==> src/rtl/i2c_init_sequencer_if.sv <==
// Bus bundle between the I2C init sequencer and its table, command FIFO and completion sources.
// master: the sequencer side; slave: the environment (table ROM, I2C master, controller).
interface i2c_init_sequencer_if #(
  parameter int TABLE_ADDR_WIDTH = 8
);
  logic                        start;
  logic [TABLE_ADDR_WIDTH:0]   table_len;
  logic [TABLE_ADDR_WIDTH-1:0] table_addr;
  logic [55:0]                 table_data;
  logic [55:0]                 i2c_fifo_din;
  logic                        i2c_fifo_wr_en;
  logic                        i2c_fifo_full;
  logic                        i2c_wr_data_success;
  logic                        i2c_rdata_valid;
  logic                        busy;
  logic                        done;
  logic                        err;
  logic [TABLE_ADDR_WIDTH:0]   issued_cnt;

  modport master (
    input  start, table_len, table_data, i2c_fifo_full, i2c_wr_data_success, i2c_rdata_valid,
    output table_addr, i2c_fifo_din, i2c_fifo_wr_en, busy, done, err, issued_cnt
  );

  modport slave (
    output start, table_len, table_data, i2c_fifo_full, i2c_wr_data_success, i2c_rdata_valid,
    input  table_addr, i2c_fifo_din, i2c_fifo_wr_en, busy, done, err, issued_cnt
  );
endinterface

==> src/rtl/i2c_init_sequencer.sv <==
// Streams a table of opaque 56-bit I2C command words into the I2C master's command FIFO,
// bounding outstanding transactions and aborting with err if completions stop arriving.
module i2c_init_sequencer #(
  parameter int CLK_FREQ_MHZ     = 100,
  parameter int TABLE_ADDR_WIDTH = 8,
  parameter int MAX_PENDING      = 4,
  parameter int TIMEOUT_US       = 20000
) (
  input  logic                 clk,
  input  logic                 rstn,
  i2c_init_sequencer_if.master bus
);

  localparam int unsigned LIMIT = CLK_FREQ_MHZ * TIMEOUT_US;
  localparam int          TW    = $clog2(LIMIT + 1);
  localparam int          AW    = TABLE_ADDR_WIDTH;

  localparam logic [3:0]    MAX_PEND  = 4'(MAX_PENDING);
  localparam logic [TW-1:0] TIMER_TOP = TW'(LIMIT - 1);
  localparam logic [AW:0]   LEN_ONE   = (AW+1)'(1);

  typedef enum logic [2:0] {
    S_IDLE, S_FETCH, S_PUSH, S_DRAIN, S_DONE, S_ERR
  } state_e;

  state_e         state_q, state_d;
  logic [AW-1:0]  idx_q, idx_d;
  logic [AW:0]    len_q, len_d;
  logic [AW:0]    issued_q, issued_d;
  logic [3:0]     pending_q, pending_d;
  logic [TW-1:0]  timer_q, timer_d;
  logic           busy_q, busy_d;
  logic           err_q, err_d;
  logic           wr_en_q;
  logic [55:0]    din_q, din_d;

  logic           comp, comp_cnt, push, last_entry, timeout;
  logic [3:0]     pend_after_comp;

  // Completions only count inside a sequence and never drive pending below zero.
  assign comp            = bus.i2c_wr_data_success | bus.i2c_rdata_valid;
  assign comp_cnt        = comp && busy_q && (pending_q != '0);
  assign pend_after_comp = pending_q - 4'(comp_cnt);
  assign last_entry      = ({1'b0, idx_q} == (len_q - LEN_ONE));
  assign timeout         = busy_q && (pending_q != '0) && !comp && (timer_q == TIMER_TOP);

  // NOTE: every always_comb output gets a default first so no path can infer a latch.
  always_comb begin
    state_d  = state_q;
    idx_d    = idx_q;
    len_d    = len_q;
    issued_d = issued_q;
    busy_d   = busy_q;
    err_d    = err_q;
    push     = 1'b0;

    unique case (state_q)
      S_IDLE: begin
        if (bus.start) begin
          err_d    = 1'b0;
          issued_d = '0;
          idx_d    = '0;
          len_d    = bus.table_len;
          busy_d   = 1'b1;
          state_d  = (bus.table_len == '0) ? S_DONE : S_FETCH;
        end
      end
      S_FETCH: state_d = S_PUSH;
      S_PUSH: begin
        if (!bus.i2c_fifo_full && (pending_q < MAX_PEND)) begin
          push     = 1'b1;
          issued_d = issued_q + LEN_ONE;
          if (last_entry) begin
            state_d = S_DRAIN;
          end else begin
            idx_d   = idx_q + AW'(1);
            state_d = S_FETCH;
          end
        end
      end
      S_DRAIN: begin
        if (pend_after_comp == '0) begin
          busy_d  = 1'b0;
          state_d = S_DONE;
        end
      end
      S_DONE: begin
        busy_d  = 1'b0;
        state_d = S_IDLE;
      end
      S_ERR:   state_d = S_IDLE;
      default: state_d = S_IDLE;
    endcase

    // A stalled bus overrides whatever the current state wanted, including a push.
    if (timeout) begin
      push     = 1'b0;
      idx_d    = idx_q;
      issued_d = issued_q;
      busy_d   = 1'b0;
      err_d    = 1'b1;
      state_d  = S_ERR;
    end
  end

  always_comb begin
    pending_d = pend_after_comp + 4'(push);
    if ((state_q == S_IDLE) && bus.start) begin
      pending_d = '0;
    end

    // Cleared by a completion, by pending=0 (which covers a push from zero) and outside a sequence.
    if (!busy_q || (pending_q == '0) || comp) begin
      timer_d = '0;
    end else begin
      timer_d = timer_q + TW'(1);
    end
  end

  assign din_d = push ? bus.table_data : din_q;

  // NOTE: state registers use non-blocking assignments so all of them update together at the edge.
  always_ff @(posedge clk or negedge rstn) begin
    if (!rstn) begin
      state_q   <= S_IDLE;
      idx_q     <= '0;
      len_q     <= '0;
      issued_q  <= '0;
      pending_q <= '0;
      timer_q   <= '0;
      busy_q    <= 1'b0;
      err_q     <= 1'b0;
      wr_en_q   <= 1'b0;
      din_q     <= '0;
    end else begin
      state_q   <= state_d;
      idx_q     <= idx_d;
      len_q     <= len_d;
      issued_q  <= issued_d;
      pending_q <= pending_d;
      timer_q   <= timer_d;
      busy_q    <= busy_d;
      err_q     <= err_d;
      wr_en_q   <= push;
      din_q     <= din_d;
    end
  end

  assign bus.table_addr     = idx_q;
  assign bus.i2c_fifo_din   = din_q;
  assign bus.i2c_fifo_wr_en = wr_en_q;
  assign bus.busy           = busy_q;
  assign bus.done           = (state_q == S_DONE) || (state_q == S_ERR);
  assign bus.err            = err_q;
  assign bus.issued_cnt     = issued_q;

endmodule

==> src/flat_wrapper.sv <==
// flat-port wrapper written by rule: the top's interface ports become plain ports
module i2c_init_sequencer_flat 
#(
  parameter int CLK_FREQ_MHZ     = 100,
  parameter int TABLE_ADDR_WIDTH = 8,
  parameter int MAX_PENDING      = 4,
  parameter int TIMEOUT_US       = 20000
)
  (clk, rstn, bus_start, bus_table_len, bus_table_data, bus_i2c_fifo_full, bus_i2c_wr_data_success, bus_i2c_rdata_valid, bus_table_addr, bus_i2c_fifo_din, bus_i2c_fifo_wr_en, bus_busy, bus_done, bus_err, bus_issued_cnt);
  i2c_init_sequencer_if #(.TABLE_ADDR_WIDTH(TABLE_ADDR_WIDTH)) bus_i ();
  input  logic clk;
  input  logic rstn;
  input wire logic [$bits(bus_i.start)-1:0] bus_start;
  input wire logic [$bits(bus_i.table_len)-1:0] bus_table_len;
  input wire logic [$bits(bus_i.table_data)-1:0] bus_table_data;
  input wire logic [$bits(bus_i.i2c_fifo_full)-1:0] bus_i2c_fifo_full;
  input wire logic [$bits(bus_i.i2c_wr_data_success)-1:0] bus_i2c_wr_data_success;
  input wire logic [$bits(bus_i.i2c_rdata_valid)-1:0] bus_i2c_rdata_valid;
  output wire logic [$bits(bus_i.table_addr)-1:0] bus_table_addr;
  output wire logic [$bits(bus_i.i2c_fifo_din)-1:0] bus_i2c_fifo_din;
  output wire logic [$bits(bus_i.i2c_fifo_wr_en)-1:0] bus_i2c_fifo_wr_en;
  output wire logic [$bits(bus_i.busy)-1:0] bus_busy;
  output wire logic [$bits(bus_i.done)-1:0] bus_done;
  output wire logic [$bits(bus_i.err)-1:0] bus_err;
  output wire logic [$bits(bus_i.issued_cnt)-1:0] bus_issued_cnt;
  assign bus_i.start = bus_start;
  assign bus_i.table_len = bus_table_len;
  assign bus_i.table_data = bus_table_data;
  assign bus_i.i2c_fifo_full = bus_i2c_fifo_full;
  assign bus_i.i2c_wr_data_success = bus_i2c_wr_data_success;
  assign bus_i.i2c_rdata_valid = bus_i2c_rdata_valid;
  assign bus_table_addr = bus_i.table_addr;
  assign bus_i2c_fifo_din = bus_i.i2c_fifo_din;
  assign bus_i2c_fifo_wr_en = bus_i.i2c_fifo_wr_en;
  assign bus_busy = bus_i.busy;
  assign bus_done = bus_i.done;
  assign bus_err = bus_i.err;
  assign bus_issued_cnt = bus_i.issued_cnt;
  i2c_init_sequencer #(.CLK_FREQ_MHZ(CLK_FREQ_MHZ), .TABLE_ADDR_WIDTH(TABLE_ADDR_WIDTH), .MAX_PENDING(MAX_PENDING), .TIMEOUT_US(TIMEOUT_US)) u_core (.clk(clk), .rstn(rstn), .bus(bus_i));
endmodule
==> config.mk <==
export PLATFORM = sky130hd
export DESIGN_NAME = i2c_init_sequencer_flat
export DESIGN_NICKNAME = d
export VERILOG_FILES = /design/src/rtl/i2c_init_sequencer_if.sv /design/src/rtl/i2c_init_sequencer.sv /design/src/flat_wrapper.sv
export SDC_FILE = /design/constraint.sdc
export NUM_CORES = 1
export LEC_CHECK = 0
export CORE_MARGIN = 5
export CORE_UTILIZATION = 35
export DETAILED_ROUTE_END_ITERATION = 8
export HOLD_SLACK_MARGIN = 0.02
export SLEW_MARGIN = 20
export SYNTH_ARGS = -nofsm -noshare
export SYNTH_HDL_FRONTEND = slang
export SYNTH_SLANG_ARGS = --single-unit
export TNS_END_PERCENT = 5
==> constraint.sdc <==
create_clock -name clk -period 2.9 [get_ports clk]
set_clock_uncertainty 0.05 [all_clocks]
set_input_delay 0.58 -clock clk [delete_from_list [all_inputs] [get_ports clk]]
set_output_delay 0.58 -clock clk [all_outputs]
set_load 0.1 [all_outputs]
==> results by group, run 1 <==
CTS
  – Reg clk slew, reported paths: 50 ps
  – H-Tree Depth: 4
  – CTS Root Cell: clkbuf_16
  – Worst skew pair latency: 410 ps
  – CTS Buf Count: 17
  – Max Buffers Root-to-Sink: 2
  – TritonCTS clock tree: yes
  – Clk sinks: 113

Synthesis
  – Synth Area in Simple Gates: 27.2%
  – Mean post-synth cell area: 9.12 um^2
  – Post-synth top area cell: dfrtp_1
  – Number of synthesized flops with an enable pin: 0
  – Sequential area share after synthesis: 54.9%
  – Post-Synth Adder-Cell Area: 1.94%
  – Post-synthesis mux area share: 1.97%
  – Synth Register Bits: 113
  – Synth warn: 0
  – Ys flop type: dfrtp_1
  – Synth unique cells: 45
  – Async S/R FF share, synth: 100%
  – Largest cells by area after synthesis: dfrtp_1 55%, nand2_1 14%, nor2_1 3.1%
  – Largest family of logic cells by synthesized area: simple AND/OR/NAND/NOR gates
  – Syn nets: 644
  – Cell Area, Synth: 0.00515 mm^2
  – Mapped Cells: 565
  – XOR/XNOR Fraction of Synth Area: 4.76%
  – Top cell type's share of synthesized area: 54.9%
  – Complex-gate fraction of the synthesized area: 6.63%

Critical path
  – CP Launch Type: register
  – Critical path class: register to register
  – CP top delay family: simple AND/OR/NAND/NOR gates
  – Worst endpoint data arrival time: 3030 ps
  – Crit path buf inv count: 0
  – CP max stage delay: 630 ps
  – Most used cell, CP: ha_1
  – Worst endpoint required time: 3200 ps
  – CP endpoint kind: register
  – Max stage delay cell, worst path: or4b_2
  – CP Cell Sequence: o41ai_2 > nor2_1 > ha_1 > ha_1 > xor2_1 > or4b_2 > or2_2 > nand3b_1 > nand3_1 > nand2_1
  – CP Max Fanout: 3

STA
  – Fmax achieved: 366 MHz
  – Minimum clock period: 2730 ps
  – Unrepaired setup endpoints after global routing: yes
  – Final Max Tran Viols: 0
  – Final Hold Fails: 0
  – Worst Max-Slew Pin Slew: 468 ps
  – Final setup vio count: 0
  – Setup TNS: 0 ps
  – Max-slew headroom: 68.3%
  – Tcrit/Tclk final: 94.2%

Detailed routing
  – Met3 wire len: 679 um
  – Pre-antenna DRT Iters: 5
  – Met1 Wirelength: 5.85 mm
  – Vias: 4486
  – ANT nets after route: 0
  – Vias per cell: 4.82
  – Routed met2 length: 6.65 mm
  – Max layer used: met4
  – Remaining DRCs: 0
  – Initial DRC Count: 341
  – WL/cell: 14.5 um
  – Post-Route WL: 13.5 mm

Global routing
  – Gr usage total: 15.7%
  – First-pass GRT wire length: 22.4 mm
  – Antenna violations before repair: 0
  – Total grt overflow: 0
  – Largest net degree at the start of global routing: 66
  – Vias in the first global route: 4449

Placed design
  – Hpwl dp: 9.73 mm
  – Placed Instance Area: 0.00678 mm^2
  – Port Buffers: 147
  – Placed insts: 896
  – GP Congestion: 0.830

Floorplanning
  – Die footprint: 0.0172 mm^2
  – IO Pins: 148
  – Initial Utilization: 35.6%
  – Die Ht: 131 um
  – Std-Cell Rows: 44
  – Core Footprint: 0.0145 mm^2
  – Chip width: 131 um

Power and ir drop
  – Worst VDD drop: 653 uV
  – PwrDens: 1330 mW/mm^2
  – Leakage power: 3.59 nW

Cells and area
  – Post-route cell area: 0.00746 mm^2
  – Diodes inserted: 0
  – Non-filler cells, final: 931
  – Share of cells above drive strength 1: 20.7%
  – Final Net Count: 813
  – Synth-to-layout area growth: 44.8%
  – Fillers: 1335

Run status
  – Status: finished, final reports clean

Flow run
  – Max cap viols: 0

Hold path
  – Hold crit path type: register to register
[cells in the final DEF (no fill, tap or decap), types with 4 or more instances in the layout]
cell type and instances:
nand4_1 8, a21oi_1 7, o21a_1 4, clkinvlp_4 5
clkdlybuf4s50_1 69, inv_1 10, nand2b_1 4, nand2_1 191
xor2_1 13, ha_1 8, nor2_1 43, dfrtp_1 112
nand3_1 17, and3_1 11, nor4_1 4, or4_1 5
mux2_2 9, nor3_1 9, o21ai_0 27, o31ai_1 4
xnor2_1 15, bufinv_16 4, buf_4 100, clkbuf_16 17
or3_1 5
[final cells by class]
cell class / instances / area (um^2) / area share (%)
Sequential cell: 113 / 2830 / 37.9
Inverter: 11 / 41.3 / 0.553
Clock buffer: 18 / 439 / 5.89
Tap cell: 184 / 230 / 3.09
Clock inverter: 14 / 201 / 2.70
Multi-Input combinational cell: 418 / 2210 / 29.6
Timing Repair Buffer: 173 / 1510 / 20.3
[worst reg2reg max path: stages, from the launching register on]
cell      delay [ps]
dfrtp_1          400
o41ai_2          370
nor2_1            90
ha_1             200
ha_1             190
xor2_1           170
or4b_2           640
or2_2            310
nand3b_1         110
nand3_1           90
nand2_1           70
[synthesized netlist by cell type (2+ instances only)]
| cell type | number |
|---|---|
| a21oi_1 | 7 |
| xor2_1 | 13 |
| nand2_1 | 192 |
| nor2_1 | 43 |
| or4_1 | 5 |
| buf_1 | 6 |
| or4b_2 | 2 |
| nand4_1 | 8 |
| mux2_2 | 9 |
| dfrtp_1 | 113 |
| nor3_1 | 10 |
| clkbuf_1 | 11 |
| nand2b_1 | 4 |
| a31oi_1 | 2 |
| inv_1 | 11 |
| nand3b_1 | 3 |
| or3_1 | 5 |
| o21ai_0 | 27 |
| ha_1 | 8 |
| nor4_1 | 4 |
| nor2b_1 | 3 |
| nand3_1 | 17 |
| o211ai_1 | 3 |
| o21a_1 | 4 |
| o31ai_1 | 4 |
| buf_2 | 6 |
| xnor2_1 | 15 |
| nor4b_1 | 3 |
| and3_1 | 11 |
[stage by stage]
stage / power [mW] / hold WS, ps / util [%] / setup WS [ps]
detailed placement: 7.73 / 413 / 46.8 / -222
global placement: 7.65 / 409 / 46.8 / -120
global route: 10.4 / 446 / 51.5 / -17.6
finish: 9.91 / 423 / 51.5 / 169
floorplan: 6.38 / 234 / - / 22.9
CTS: 10.0 / 427 / 51.3 / 49.0
[where the power goes]
part | switching (mW) | leakage (nW) | internal (mW)
clock network | 0.750 | 0.296 | 1.47
registers | 0.420 | 1.47 | 2.08
logic | 3.91 | 1.83 | 1.27
total | 5.09 | 3.59 | 4.82
[logic make-up after synthesis]
group | count (synthesis)
and+or+nand+nor | 317
muxes | 9
buffers and inverters | 34
xor gates and xnor gates | 28
DFF | 113
adders and majority gates | 8
AOI/OAI and AO/OA | 56
[path summary, 6_finish.rpt]
kind	depth (start not counted)	end	slack (ps)	from
max reg2reg	10	u_core.state_q[2]$_DFFE_PN0P_	170	u_core.pending_q[1]$_DFF_PN0_
max in group asynchronous	3	u_core.bus.busy$_DFFE_PN0P_	1480	rstn
min reg2reg	2	u_core.bus.i2c_fifo_din[54]$_DFFE_PN0P_	420	u_core.bus.i2c_fifo_din[54]$_DFFE_PN0P_
min in group asynchronous	2	u_core.bus.i2c_fifo_din[7]$_DFFE_PN0P_	570	rstn
min	2	u_core.bus.i2c_fifo_din[54]$_DFFE_PN0P_	420	u_core.bus.i2c_fifo_din[54]$_DFFE_PN0P_
max	10	u_core.state_q[2]$_DFFE_PN0P_	170	u_core.pending_q[1]$_DFF_PN0_
[what timing repair did]
item                                    4_1_cts  5_1_grt
endpoints found under the setup margin        0        9
gates resized for setup                       0        3
hold buffers                                  1        0
hold endpoints to repair                     22        0
buffers inserted                              0        2
[registers in the layout, summed over array words and instances (netlist names)]
name and count:
u_core.bus.i2c_fifo_wr_en 1, u_core.bus.table_addr 8, u_core.bus.issued_cnt 9, u_core.len_q 9, u_core.bus.i2c_fifo_din 56, u_core.pending_q 4, u_core.bus.busy 1, u_core.bus.err 1
u_core.timer_q 21, u_core.state_q 3
[metal layers]
metal  track usage [%]  up-vias
met5                 0        -
met4              6.40        0
met3              4.85       26
met2              25.5      116
met1              19.6     2126
li1                  -     2218
Power figures use the tool's default switching activity.
==> inputs of run 2 (changes only) <==
--- a/config.mk
+++ b/config.mk
@@ -9,6 +9,7 @@
 export CORE_UTILIZATION = 35
 export DETAILED_ROUTE_END_ITERATION = 8
 export HOLD_SLACK_MARGIN = 0.02
+export SETUP_SLACK_MARGIN = 0.05
 export SLEW_MARGIN = 20
 export SYNTH_ARGS = -nofsm -noshare
 export SYNTH_HDL_FRONTEND = slang
==> run 2 against run 1 <==
  * Critical path type unchanged
  * Critical path depth did not move
  * Core utilization up 0.31 points
  * Die area stayed put
==> results by group, run 2 (synthesis gave the netlist of run 1 again) <==
CTS
  – Post-CTS Hold Buffers: 0 (was 1)
  – H-Tree Depth: 4 (unchanged)
  – CTS Buf Count: 17 (unchanged)
  – Reg clk slew, reported paths: 60 ps (was 50 ps)
  – CTS Root Cell: clkbuf_16 (unchanged)
  – TritonCTS clock tree: yes (unchanged)
  – Worst skew pair latency: 410 ps (about the same)
  – Max Buffers Root-to-Sink: 2 (unchanged)
  – Clk sinks: 113 (unchanged)

Critical path
  – CP max stage delay: 460 ps (was 630 ps)
  – Worst endpoint required time: 3200 ps (about the same)
  – Max stage delay cell, worst path: or4_1 (was or4b_2)
  – Critical path class: register to register (unchanged)
  – CP Cell Sequence: inv_1 > ha_1 > or3b_4 > or4_1 > nand3_1 > o211ai_1 > o2111a_2 > buf_4 > or4_1 > nand3_1 (was o41ai_2 > nor2_1 > ha_1 > ha_1 > xor2_1 > or4b_2 > or2_2 > nand3b_1 > nand3_1 > nand2_1)
  – Reg2Reg Setup Slack: 160 ps (was 170 ps)
  – Crit path buf inv count: 2 (was 0)
  – CP Max Fanout: 5 (was 3)
  – CP endpoint kind: register (unchanged)
  – CP top delay family: simple AND/OR/NAND/NOR gates (unchanged)
  – CP Launch Type: register (unchanged)
  – Worst endpoint data arrival time: 3030 ps (about the same)

Placed design
  – Placed insts: 893 (was 896)
  – GP Congestion: 0.798 (was 0.830)
  – DP Worst Slack: -211 ps (was -222 ps)
  – Hpwl dp: 9.60 mm (was 9.73 mm)
  – Port Buffers: 147 (unchanged)

Global routing
  – Antenna violations before repair: 0 (unchanged)
  – Total grt overflow: 0 (unchanged)
  – Gr usage total: 15.6% (was 15.7%)
  – Largest net degree at the start of global routing: 66 (unchanged)
  – First-pass GRT wire length: 22.0 mm (was 22.4 mm)
  – Vias in the first global route: 4431 (was 4449)

Cells and area
  – Share of cells above drive strength 1: 20.7% (about the same)
  – Commonest non-fill, non-tap cell in the layout: nand2_1 (unchanged)
  – Final Net Count: 810 (was 813)
  – Most frequent cells in the layout: 191 x nand2_1, 111 x dfrtp_1, 97 x buf_4, 69 x clkdlybuf4s50_1, 43 x nor2_1 (was 191 x nand2_1, 112 x dfrtp_1, 100 x buf_4, 69 x clkdlybuf4s50_1, 43 x nor2_1)
  – Synth-to-layout area growth: 45.7% (was 44.8%)
  – Max reg flops: 56 (unchanged)
  – Fin util: 51.8% (was 51.5%)
  – Register Area: 0.00283 mm^2 (about the same)
  – Non-filler cells, final: 928 (was 931)
  – Fillers: 1321 (was 1335)
  – Diodes inserted: 0 (unchanged)
  – Multi-input logic area: 0.00224 mm^2 (was 0.00221 mm^2)

Floorplanning
  – Core Footprint: 0.0145 mm^2 (unchanged)
  – Die footprint: 0.0172 mm^2 (unchanged)
  – IO Pins: 148 (unchanged)
  – Initial Utilization: 35.6% (unchanged)
  – Chip width: 131 um (unchanged)
  – Std-Cell Rows: 44 (unchanged)
  – Die Ht: 131 um (unchanged)

Power and ir drop
  – Leakage power: 3.64 nW (was 3.59 nW)
  – PwrDens: 1350 mW/mm^2 (was 1330 mW/mm^2)
  – Worst VDD drop: 833 uV (was 653 uV)

Detailed routing
  – Post-Route WL: 13.6 mm (was 13.5 mm)
  – ANT nets after route: 0 (unchanged)
  – Remaining DRCs: 0 (unchanged)
  – Vias per cell: 4.82 (about the same)
  – Pre-antenna DRT Iters: 4 (was 5)
  – Vias: 4472 (was 4486)
  – WL/cell: 14.6 um (was 14.5 um)
  – Initial DRC Count: 192 (was 341)

STA
  – Worst Max-Slew Pin Slew: 471 ps (was 468 ps)
  – Fmax achieved: 365 MHz (was 366 MHz)
  – Unrepaired setup endpoints after global routing: yes (unchanged)
  – Minimum clock period: 2740 ps (was 2730 ps)
  – Setup ws final: 164 ps (was 169 ps)
  – Final Max Tran Viols: 0 (unchanged)
  – Final setup vio count: 0 (unchanged)
  – Final Hold Fails: 0 (unchanged)
  – Max-slew headroom: 68.2% (was 68.3%)
  – Tcrit/Tclk final: 94.4% (was 94.2%)

Flow run
  – Max cap viols: 0 (unchanged)

Hold path
  – Hold crit path type: input pin to asynchronous set/reset pin (was register to register)

Run status
  – Status: finished, final reports clean (unchanged)
-- run 2: cell count changes in the layout (fill, tap and decap cells not counted), moves of 2 or more --
cell | previous run | this run
buf_4 | 100 | 97
bufinv_16 | 4 | 6
clkinv_2 | 0 | 3
clkinvlp_4 | 5 | 0
-- run 2: area by class of cell --
type                    count  share of cell area (%)
well taps                 184                    3.07
repair buffers            169                    19.7
clock buffers              19                    6.03
flip-flops and latches    113                    37.7
multi-input cells         419                    29.9
inverters                  11                   0.550
clock inverters            13                    3.07
-- run 2: path summary, 6_finish.rpt --
check / cells past startpoint / from / endpoint
worst max register to register: 10 / u_core.len_q[0]$_DFFE_PN0P_ / u_core.bus.table_addr[3]$_DFFE_PN0P_
min in group clk: 2 / u_core.bus.i2c_fifo_din[23]$_DFFE_PN0P_ / u_core.bus.i2c_fifo_din[23]$_DFFE_PN0P_
max in group asynchronous: 2 / rstn / u_core.bus.i2c_fifo_wr_en$_DFF_PN0_
worst min-delay path: 1 / rstn / u_core.bus.i2c_fifo_din[22]$_DFFE_PN0P_
worst max-delay path: 10 / u_core.len_q[0]$_DFFE_PN0P_ / u_core.bus.table_addr[3]$_DFFE_PN0P_
worst min register to register: 2 / u_core.bus.i2c_fifo_din[23]$_DFFE_PN0P_ / u_core.bus.i2c_fifo_din[23]$_DFFE_PN0P_
-- run 2: what timing repair did --
action	CTS	global route
endpoints found under the setup margin	0	9
gates resized for setup	0	5
buffers inserted	0	2
-- run 2: where the power goes --
group	internal (mW)	switching (mW)
combinational	1.29	3.92
sequential	2.08	0.434
clock	1.66	0.745
total	5.03	5.10
-- run 2: through the flow --
step	hold slack, ps	power (mW)	cell area [um^2]	TNS, ps
3_3_place_gp	409	7.66	6770	-393
2_1_floorplan	234	6.40	5170	0
6_report	61.8	10.1	7510	0
4_1_cts	54.5	10.2	7460	0
5_1_grt	91.5	10.6	7510	0
3_5_place_dp	414	7.73	6770	-642
-- run 2: per-layer routing --
metal | global-route usage (%) | part of all wire (%) | up-vias
met5 | 0 | 0 | -
met4 | 7.60 | 2.6 | 0
met3 | 4.20 | 4.7 | 26
met2 | 25.5 | 50 | 105
met1 | 19.1 | 43 | 2128
li1 | - | - | 2213
==> inputs of run 3 (changes only) <==
--- a/config.mk
+++ b/config.mk
@@ -6,9 +6,10 @@
 export NUM_CORES = 1
 export LEC_CHECK = 0
 export CORE_MARGIN = 5
-export CORE_UTILIZATION = 35
+export CORE_UTILIZATION = 38
 export DETAILED_ROUTE_END_ITERATION = 8
 export HOLD_SLACK_MARGIN = 0.02
+export PLACE_DENSITY = 0.69
 export SETUP_SLACK_MARGIN = 0.05
 export SLEW_MARGIN = 20
 export SYNTH_ARGS = -nofsm -noshare
==> run 3 against run 2 <==
  * Sequential power about the same
  * Die area shrank 7.3%
  * Wire length fell by 3.0%
  * Highest routed layer unchanged
  * Worst setup slack got worse by 28 ps
  * Combinational power hardly changed
  * Via count shrank 0.25%
  * Register-to-register slack worse by 30 ps
  * Cell count down 1.2%
  * Non-clock buffer count increased by 1
  * Power down 4.2%
  * First-iteration DRC count up 73%
  * Critical path depth did not move
==> results by group, run 3 (synthesis gave the netlist of run 1 again) <==
Run status
  – Status: finished, final reports clean (unchanged)

Floorplanning
  – Die Ht: 126 um (was 131 um)
  – Chip width: 126 um (was 131 um)
  – Initial Utilization: 38.8% (was 35.6%)
  – IO Pins: 148 (unchanged)
  – Core Footprint: 0.0133 mm^2 (was 0.0145 mm^2)
  – Std-Cell Rows: 42 (was 44)
  – Die footprint: 0.0160 mm^2 (was 0.0172 mm^2)

CTS
  – CTS Buf Count: 17 (unchanged)
  – TritonCTS clock tree: yes (unchanged)
  – Post-CTS Hold Buffers: 0 (unchanged)
  – Clk sinks: 113 (unchanged)
  – Reg clk slew, reported paths: 50 ps (was 60 ps)
  – H-Tree Depth: 4 (unchanged)
  – Max Buffers Root-to-Sink: 2 (unchanged)
  – CTS Root Cell: clkbuf_16 (unchanged)
  – Worst skew pair latency: 410 ps (about the same)

Placed design
  – Placed Instance Area: 0.00677 mm^2 (about the same)
  – GP Congestion: 0.814 (was 0.798)
  – Hpwl dp: 9.36 mm (was 9.60 mm)
  – Port Buffers: 147 (unchanged)

Cells and area
  – Synth-to-layout area growth: 42.7% (was 45.7%)
  – Most frequent cells in the layout: 191 x nand2_1, 111 x dfrtp_1, 98 x buf_4, 69 x clkdlybuf4s50_1, 43 x nor2_1 (was 191 x nand2_1, 111 x dfrtp_1, 97 x buf_4, 69 x clkdlybuf4s50_1, 43 x nor2_1)
  – Final Net Count: 810 (unchanged)
  – Commonest non-fill, non-tap cell in the layout: nand2_1 (unchanged)
  – Post-route cell area: 0.00735 mm^2 (was 0.00751 mm^2)
  – Max reg flops: 56 (unchanged)
  – Share of cells above drive strength 1: 20.0% (was 20.7%)
  – Diodes inserted: 0 (unchanged)

STA
  – Tcrit/Tclk final: 95.3% (was 94.4%)
  – Fmax achieved: 362 MHz (was 365 MHz)
  – Setup TNS: 0 ps (unchanged)
  – Final Hold Fails: 0 (unchanged)
  – Max-slew headroom: 70.9% (was 68.2%)
  – Unrepaired setup endpoints after global routing: yes (unchanged)
  – Final setup vio count: 0 (unchanged)
  – Worst Max-Slew Pin Slew: 430 ps (was 471 ps)
  – Minimum clock period: 2760 ps (was 2740 ps)
  – Final Max Tran Viols: 0 (unchanged)

Flow run
  – Max cap viols: 0 (unchanged)

Global routing
  – M2 GR Usage: 28.5% (was 25.5%)
  – Gr usage total: 16.8% (was 15.6%)
  – First-pass GRT wire length: 22.1 mm (was 22.0 mm)
  – Antenna violations before repair: 0 (unchanged)
  – Vias in the first global route: 4579 (was 4431)
  – M3 GR Usage: 4.33% (was 4.20%)
  – Total grt overflow: 0 (unchanged)
  – Met1 GRT Util: 20.4% (was 19.1%)
  – Largest net degree at the start of global routing: 66 (unchanged)
  – Busiest grt layer: met2 (unchanged)

Detailed routing
  – Post-Route WL: 13.1 mm (was 13.6 mm)
  – Pre-antenna DRT Iters: 4 (unchanged)
  – Vias: 4461 (was 4472)
  – Vias per cell: 4.86 (was 4.82)
  – Remaining DRCs: 0 (unchanged)
  – Initial DRC Count: 332 (was 192)
  – ANT nets after route: 0 (unchanged)
  – WL/cell: 14.3 um (was 14.6 um)

Critical path
  – Worst Setup EP: u_core.state_q[2]$_DFFE_PN0P_ (was u_core.bus.table_addr[3]$_DFFE_PN0P_)
  – Critical path class: register to register (unchanged)
  – CP Max Fanout: 2 (was 5)
  – Crit path buf inv count: 0 (was 2)
  – Reg2Reg Depth: 10 (unchanged)
  – CP Cell Sequence: o41ai_2 > nor2_1 > ha_1 > ha_1 > xor2_1 > or4b_2 > or2_2 > nand3b_1 > nand3_1 > nand2_1 (was inv_1 > ha_1 > or3b_4 > or4_1 > nand3_1 > o211ai_1 > o2111a_2 > buf_4 > or4_1 > nand3_1)
  – Worst endpoint data arrival time: 3050 ps (was 3030 ps)
  – Reg-to-reg endpoint: u_core.state_q[2]$_DFFE_PN0P_ (was u_core.bus.table_addr[3]$_DFFE_PN0P_)
  – CP max stage delay: 630 ps (was 460 ps)
  – Worst endpoint required time: 3190 ps (was 3200 ps)
  – CP endpoint kind: register (unchanged)
  – Crit. Startpoint: u_core.pending_q[0]$_DFF_PN0_ (was u_core.len_q[0]$_DFFE_PN0P_)
  – CP top delay family: simple AND/OR/NAND/NOR gates (unchanged)
  – Most used cell, CP: ha_1
  – CP Launch Type: register (unchanged)
  – Max stage delay cell, worst path: or4b_2 (was or4_1)
  – WP depth: 10 (unchanged)
  – Reg2Reg Setup Slack: 140 ps (was 160 ps)
  – RR Startpoint: u_core.pending_q[0]$_DFF_PN0_ (was u_core.len_q[0]$_DFFE_PN0P_)

Power and ir drop
  – PwrDens: 1320 mW/mm^2 (was 1350 mW/mm^2)
  – Worst VDD drop: 920 uV (was 833 uV)
  – Leakage power: 3.57 nW (was 3.64 nW)

Hold path
  – Hold crit path type: input pin to asynchronous set/reset pin (unchanged)
[run 3: layer usage]
metal	wire length, um	vias up
met5	0	-
met4	230	0
met3	733	17
met2	6620	116
met1	5560	2121
li1	-	2207
[run 3: worst min path at each step]
stage	start	end	slack [ps]	depth (start not counted)
3_3_place_gp	u_core.bus.i2c_fifo_din[51]$_DFFE_PN0P_	u_core.bus.i2c_fifo_din[51]$_DFFE_PN0P_	410	2
4_1_cts	rstn	u_core.bus.busy$_DFFE_PN0P_	40	1
2_1_floorplan	rstn	u_core.bus.err$_DFFE_PN0P_	230	0
3_5_place_dp	u_core.bus.i2c_fifo_din[47]$_DFFE_PN0P_	u_core.bus.i2c_fifo_din[47]$_DFFE_PN0P_	410	2
5_1_grt	rstn	u_core.len_q[6]$_DFFE_PN0P_	60	1
6_report	rstn	u_core.len_q[6]$_DFFE_PN0P_	40	1
[run 3: what timing repair did]
action | 4_1_cts | 5_1_grt
buffers inserted | 0 | 2
setup endpoints to repair | 0 | 10
resized for setup | 0 | 3
[run 3: where the power goes]
group / internal, mW / switching, mW
Clock: 1.32 / 0.664
Combinational: 1.29 / 3.92
Sequential: 2.09 / 0.420
Total: 4.70 / 5.01
[run 3: through the flow]
| stage | worst slack [ps] | std cells | power, mW | hold WS (ps) | utilization (%) |
|---|---|---|---|---|---|
| after floorplan | 66.3 | 565 | 6.40 | 234 | - |
| after global placement | -125 | 886 | 7.65 | 408 | 50.9 |
| after detailed placement | -173 | 886 | 7.75 | 413 | 50.9 |
| after CTS | 84.7 | 915 | 9.78 | 36.3 | 55.1 |
| after global routing | 4.34 | 917 | 10.2 | 55.6 | 55.3 |
| final | 135 | 917 | 9.71 | 35.1 | 55.3 |
[run 3: final cells by class]
| type | count | area [um^2] |
|---|---|---|
| Fill cell | 1166 | 5940 |
| Clock buffer | 21 | 440 |
| Multi-Input combinational cell | 418 | 2210 |
| Sequential cell | 113 | 2830 |
| Tap cell | 176 | 220 |
| Timing Repair Buffer | 170 | 1490 |
| Clock inverter | 8 | 115 |
| Inverter | 11 | 41.3 |
==> variant 1, RTL diff (settings of run 2) <==
`TIMEOUT_US` is set to 20000 in 2 places; all go to 5000.
--- a/src/rtl/i2c_init_sequencer.sv
+++ b/src/rtl/i2c_init_sequencer.sv
@@ -4,7 +4,7 @@
   parameter int CLK_FREQ_MHZ     = 100,
   parameter int TABLE_ADDR_WIDTH = 8,
   parameter int MAX_PENDING      = 4,
-  parameter int TIMEOUT_US       = 20000
+  parameter int TIMEOUT_US       = 5000
 ) (
   input  logic                 clk,
   input  logic                 rstn,
--- a/src/flat_wrapper.sv
+++ b/src/flat_wrapper.sv
@@ -4,7 +4,7 @@
   parameter int CLK_FREQ_MHZ     = 100,
   parameter int TABLE_ADDR_WIDTH = 8,
   parameter int MAX_PENDING      = 4,
-  parameter int TIMEOUT_US       = 20000
+  parameter int TIMEOUT_US       = 5000
 )
   (clk, rstn, bus_start, bus_table_len, bus_table_data, bus_i2c_fifo_full, bus_i2c_wr_data_success, bus_i2c_rdata_valid, bus_table_addr, bus_i2c_fifo_din, bus_i2c_fifo_wr_en, bus_busy, bus_done, bus_err, bus_issued_cnt);
   i2c_init_sequencer_if #(.TABLE_ADDR_WIDTH(TABLE_ADDR_WIDTH)) bus_i ();
Behaviour: no difference found for any inputs over 10 cycles, from zero or initial values and one cycle with rstn low; that may be too few to reach the edited logic, so the function may still have changed.
==> variant 1 against run 2 <==
Routed wire length fell by 2.1%; worst setup slack better by 0.11 ns; global-route usage shrank 0.83 points; design area fell by 4.3%; first-iteration DRC count grew 49%; synthesized area grew 4.4%; hold slack got worse by 0.017 ns; critical endpoint is now u_core.bus.table_addr[7]$_DFFE_PN0P_; non-clock buffer count is 13 lower; sequential cell count fell by 2.
Power is not shown: default switching activity piles up to over one toggle a cycle in this logic, so the estimate is an artifact.
==> variant 1: results (changes against run 2) <==
Worst setup path
  – Worst reg2reg path endpoint: u_core.bus.table_addr[7]$_DFFE_PN0P_
  – Biggest fanout along the worst timing path: 9 (+4)
  – Depth of the worst register-to-register path: 9 (-1)
  – Standard cell with the maximum stage delay on the critical path: sky130_fd_sc_hd__dfrtp_1
  – Arrival @ worst endpoint: 2.86 ns (-0.17 ns)
  – Cell family with the largest share of critical-path delay: compound AO/OA/AOI/OAI gates

Drt
  – Post-detailed-route wirelength per cell: 16.8 um (+15%)
  – Routed metal-1 wire length: 5960 um (+3.1%)
  – DR vias/cell: 4.98 (+3.3%)
  – DRT iter0 DRCs: 287 (+49%)

Global route
  – Global routing met2 resource utilization: 23.9% (-1.5 points)
  – Largest net degree at the start of global routing: 93 (+41%)
  – Vias in the first global route: 4101 (-7.4%)
  – Wire length of the first global-routing pass: 21500 um (-2.6%)
  – Met1 routing resource usage after global routing: 19.4% (+0.32 points)
  – Global routing usage on met3: 2.78% (-1.4 points)

Synth
  – Mapped Nets: 525 (-18%)
  – Post-synthesis share of cell area spent on xor and xnor gates: 4.98% (+0.22 points)
  – Most frequent cells after synthesis: sky130_fd_sc_hd__dfrtp_1, sky130_fd_sc_hd__mux2_4, sky130_fd_sc_hd__nor2_1
  – Post-synthesis cell type count: 59 (+31%)
  – Synthesized netlist cell count: 446 (-21%)
  – Post-synthesis compound-gate area fraction: 7.82% (+1.2 points)

Placement
  – Detailed placement HPWL: 9570 um (-0.29%)
  – Final estimated routing congestion in global placement: 0.804 (+0.83%)
  – Cells after DPL: 775 (-13%)
  – Area post-placement: 0.00689 mm^2 (+1.7%)

Timing
  – Final worst setup slack: 0.270 ns (+0.106 ns)
  – Worst-margin pin slew: 0.661 ns (+0.190 ns)

Clock tree
  – Number of H-tree levels: 3 (-1)
  – CTS Buf Count: 9 (-8)

Outcome
  – Status: finished clean

Layout
  – Number of nets in the layout: 677 (-16%)
  – Total of fill cells in the finished design: 1398 (+5.8%)
variant 1: cell count changes in the layout (fill, tap and decap cells not counted), moves of 5 or more:
cell                        delta
sky130_fd_sc_hd__bufinv_16     -6
sky130_fd_sc_hd__and3_1        -9
sky130_fd_sc_hd__inv_1         +5
sky130_fd_sc_hd__o21ai_0       -5
sky130_fd_sc_hd__clkbuf_16     -8
sky130_fd_sc_hd__nand2_1     -166
sky130_fd_sc_hd__mux2_4       +54
sky130_fd_sc_hd__buf_4        -13
sky130_fd_sc_hd__a21oi_1       +6
variant 1: layout make-up:
type | instances | area, um^2 | share of cell area, %
inverter | 15 | 56.3 | 0.783
tap | 188 | 235 | 3.27
clock buffer | 11 | 243 | 3.38
timing repair buffer | 156 | 1380 | 19.2
multi-input combinational | 305 | 2450 | 34.1
sequential | 111 | 2780 | 38.6
clock inverter | 5 | 46.3 | 0.644
==> variant 2, RTL diff (config.mk and constraints of run 2) <==
Without the edit above. The 6 states of `state_e` get a one-hot encoding in 6 bits.
--- a/src/rtl/i2c_init_sequencer.sv
+++ b/src/rtl/i2c_init_sequencer.sv
@@ -19,8 +19,8 @@
   localparam logic [TW-1:0] TIMER_TOP = TW'(LIMIT - 1);
   localparam logic [AW:0]   LEN_ONE   = (AW+1)'(1);
 
-  typedef enum logic [2:0] {
-    S_IDLE, S_FETCH, S_PUSH, S_DRAIN, S_DONE, S_ERR
+  typedef enum logic [5:0] {
+    S_IDLE = 6'b000001, S_FETCH = 6'b000010, S_PUSH = 6'b000100, S_DRAIN = 6'b001000, S_DONE = 6'b010000, S_ERR = 6'b100000
   } state_e;
 
   state_e         state_q, state_d;
Check against the original RTL: same outputs for any inputs over 10 cycles, from zero or initial values and one cycle with rstn low; not proved beyond that.
==> variant 2 against run 2 <==
Synthesized area up 5.0%; power down 5.6%; routed wire length up 4.5%; sequential cell count up 3; clock power down 13%; design area up 1.1%; worst setup slack better by 0.10 ns; global-route usage up 0.77 points; hold slack better by 0.017 ns; die area up 4.6%.
==> variant 2: results (changes against run 2) <==
Synth
  – Post-synthesis cell type count: 55 (+22%)
  – Mapped Nets: 683 (+6.1%)
  – Most frequent cells after synthesis: sky130_fd_sc_hd__nand2_1, sky130_fd_sc_hd__dfrtp_1, sky130_fd_sc_hd__nor2_1
  – Synth Area per Inst: 8.95 um^2 (-1.8%)
  – Number of warnings issued by yosys: 0 (unchanged)
  – Synth top area cells: sky130_fd_sc_hd__dfrtp_1, sky130_fd_sc_hd__nand2_1, sky130_fd_sc_hd__nor2_1
  – Sequential share of the synthesized area: 53.7% (-1.2 points)

Global route
  – Largest net degree at the start of global routing: 45 (-32%)
  – Aggregate global-route resource usage: 16.3% (+0.77 points)
  – Wire length of the first global-routing pass: 23700 um (+7.6%)
  – Initial antenna violation count: 0 (unchanged)

Pwr
  – Max VDD drop: 0.907 mV (+8.9%)
  – Cell leakage power: 0.00368 uW (+1.0%)

Placement
  – Area post-placement: 0.00699 mm^2 (+3.2%)
  – Detailed placement HPWL: 10600 um (+10%)
  – Worst slack at placement: 0.114 ns (+0.325 ns)
  – Cells after DPL: 932 (+4.4%)
  – Final estimated routing congestion in global placement: 0.820 (+2.7%)

Worst setup path
  – Standard cell with the maximum stage delay on the critical path: sky130_fd_sc_hd__or4b_2
  – Arrival @ worst endpoint: 2.86 ns (-0.17 ns)
  – Slowest stage delay, CP: 0.60 ns (+0.14 ns)
  – Biggest fanout along the worst timing path: 4 (-1)
  – Cell family with the largest share of critical-path delay: compound AO/OA/AOI/OAI gates

Layout
  – Footprint of the multi-input gates: 0.00235 mm^2 (+5.0%)
  – Max FFs per register: 56 (unchanged)
  – Share of post-route cells with drive strength above 1: 18.3% (-2.4 points)
  – Number of nets in the layout: 842 (+4.0%)
  – Total of fill cells in the finished design: 1432 (+8.4%)
  – Number of standard cells in the layout, taps in and fillers out: 964 (+3.9%)

Drt
  – Drt first pass iters: 4 (unchanged)
  – Total via count after detailed routing: 4697 (+5.0%)
  – Total wire length: 14200 um (+4.5%)
  – DRT iter0 DRCs: 264 (+38%)

Clock tree
  – Clock edge transition at the registers on the reported setup and hold paths: 0.06 ns (about the same)
  – Buffer depth of the longest clock path: 2 (unchanged)
  – Number of H-tree levels: 4 (unchanged)
  – Source-to-sink clock delay at the later pin of the worst-skew pair: 0.41 ns (about the same)

Timing
  – Worst-margin pin slew: 0.654 ns (+0.183 ns)
  – Number of failing hold endpoints at the final stage: 0 (unchanged)

Outcome
  – Status: finished clean
variant 2: where the power goes:
group	total, uW	switching (uW)	internal, uW
registers	2520	387	2140
logic	4970	3870	1100
clock network	2080	749	1330
total	9570	5010	4560
variant 2: worst reg2reg max path, cell delays in order, from the launching register on:
cell	delay, ns
sky130_fd_sc_hd__dfrtp_1	0.41
sky130_fd_sc_hd__inv_1	0.09
sky130_fd_sc_hd__ha_1	0.20
sky130_fd_sc_hd__or4b_2	0.60
sky130_fd_sc_hd__o21ai_0	0.18
sky130_fd_sc_hd__a32oi_1	0.12
sky130_fd_sc_hd__mux2i_1	0.21
sky130_fd_sc_hd__o21ai_0	0.19
sky130_fd_sc_hd__o311ai_1	0.33
sky130_fd_sc_hd__nand3_1	0.12
variant 2: per-stage QoR:
step                      power (uW)  setup TNS (ns)  hold slack (ns)
after detailed placement        7550               0            0.406
after CTS                       9670               0           0.0845
after global placement          7490               0            0.400
final                           9570               0           0.0783
after floorplan                 6360          -0.662            0.234
after global routing           10000               0            0.109
variant 2: cells by family after synthesis:
family          share of synthesized area (%)
compound gates                           7.33
xor+xnor                                 4.70
fa+ha+maj                                1.85
buf+inv                                  3.24
flops                                    53.7
mux                                     0.578
simple gates                             28.6
variant 2: area by class of cell:
class,instances,share of cell area (%)
flip-flops and latches,116,38.3
multi-input cells,451,31.0
repair buffers,164,19.2
clock buffers,20,6.15
well taps,188,3.10
clock inverters,12,1.71
inverters,13,0.643
variant 2: path summary, 6_finish.rpt:
check	end	cells past startpoint	from	slack, ns
hold reg to reg	u_core.bus.i2c_fifo_din[37]$_DFFE_PN0N_	2	u_core.bus.i2c_fifo_din[37]$_DFFE_PN0N_	0.41
min in group clk	u_core.bus.i2c_fifo_din[37]$_DFFE_PN0N_	2	u_core.bus.i2c_fifo_din[37]$_DFFE_PN0N_	0.41
setup reg to reg	u_core.bus.table_addr[7]$_DFFE_PN0P_	9	u_core.len_q[0]$_DFFE_PN0P_	0.27
hold / removal	u_core.len_q[3]$_DFFE_PN0P_	1	rstn	0.08
max in group asynchronous	u_core.state_q[0]$_DFFE_PN1P_	2	rstn	2.02
setup / recovery	u_core.bus.table_addr[7]$_DFFE_PN0P_	9	u_core.len_q[0]$_DFFE_PN0P_	0.27
variant 2: layer usage:
metal  vias up  routed length [um]  track usage (%)
met5         -                   0                0
met2       116                7310             27.1
met1      2215                5940             20.4
met3        16                 684             4.54
met4         0                 233             6.05
li1       2350                   -                -
variant 2: repair_timing:
| item | CTS | global route |
|---|---|---|
| setup buffers | 0 | 0 |
| setup endpoints to repair | 0 | 2 |
| resized for setup | 0 | 2 |
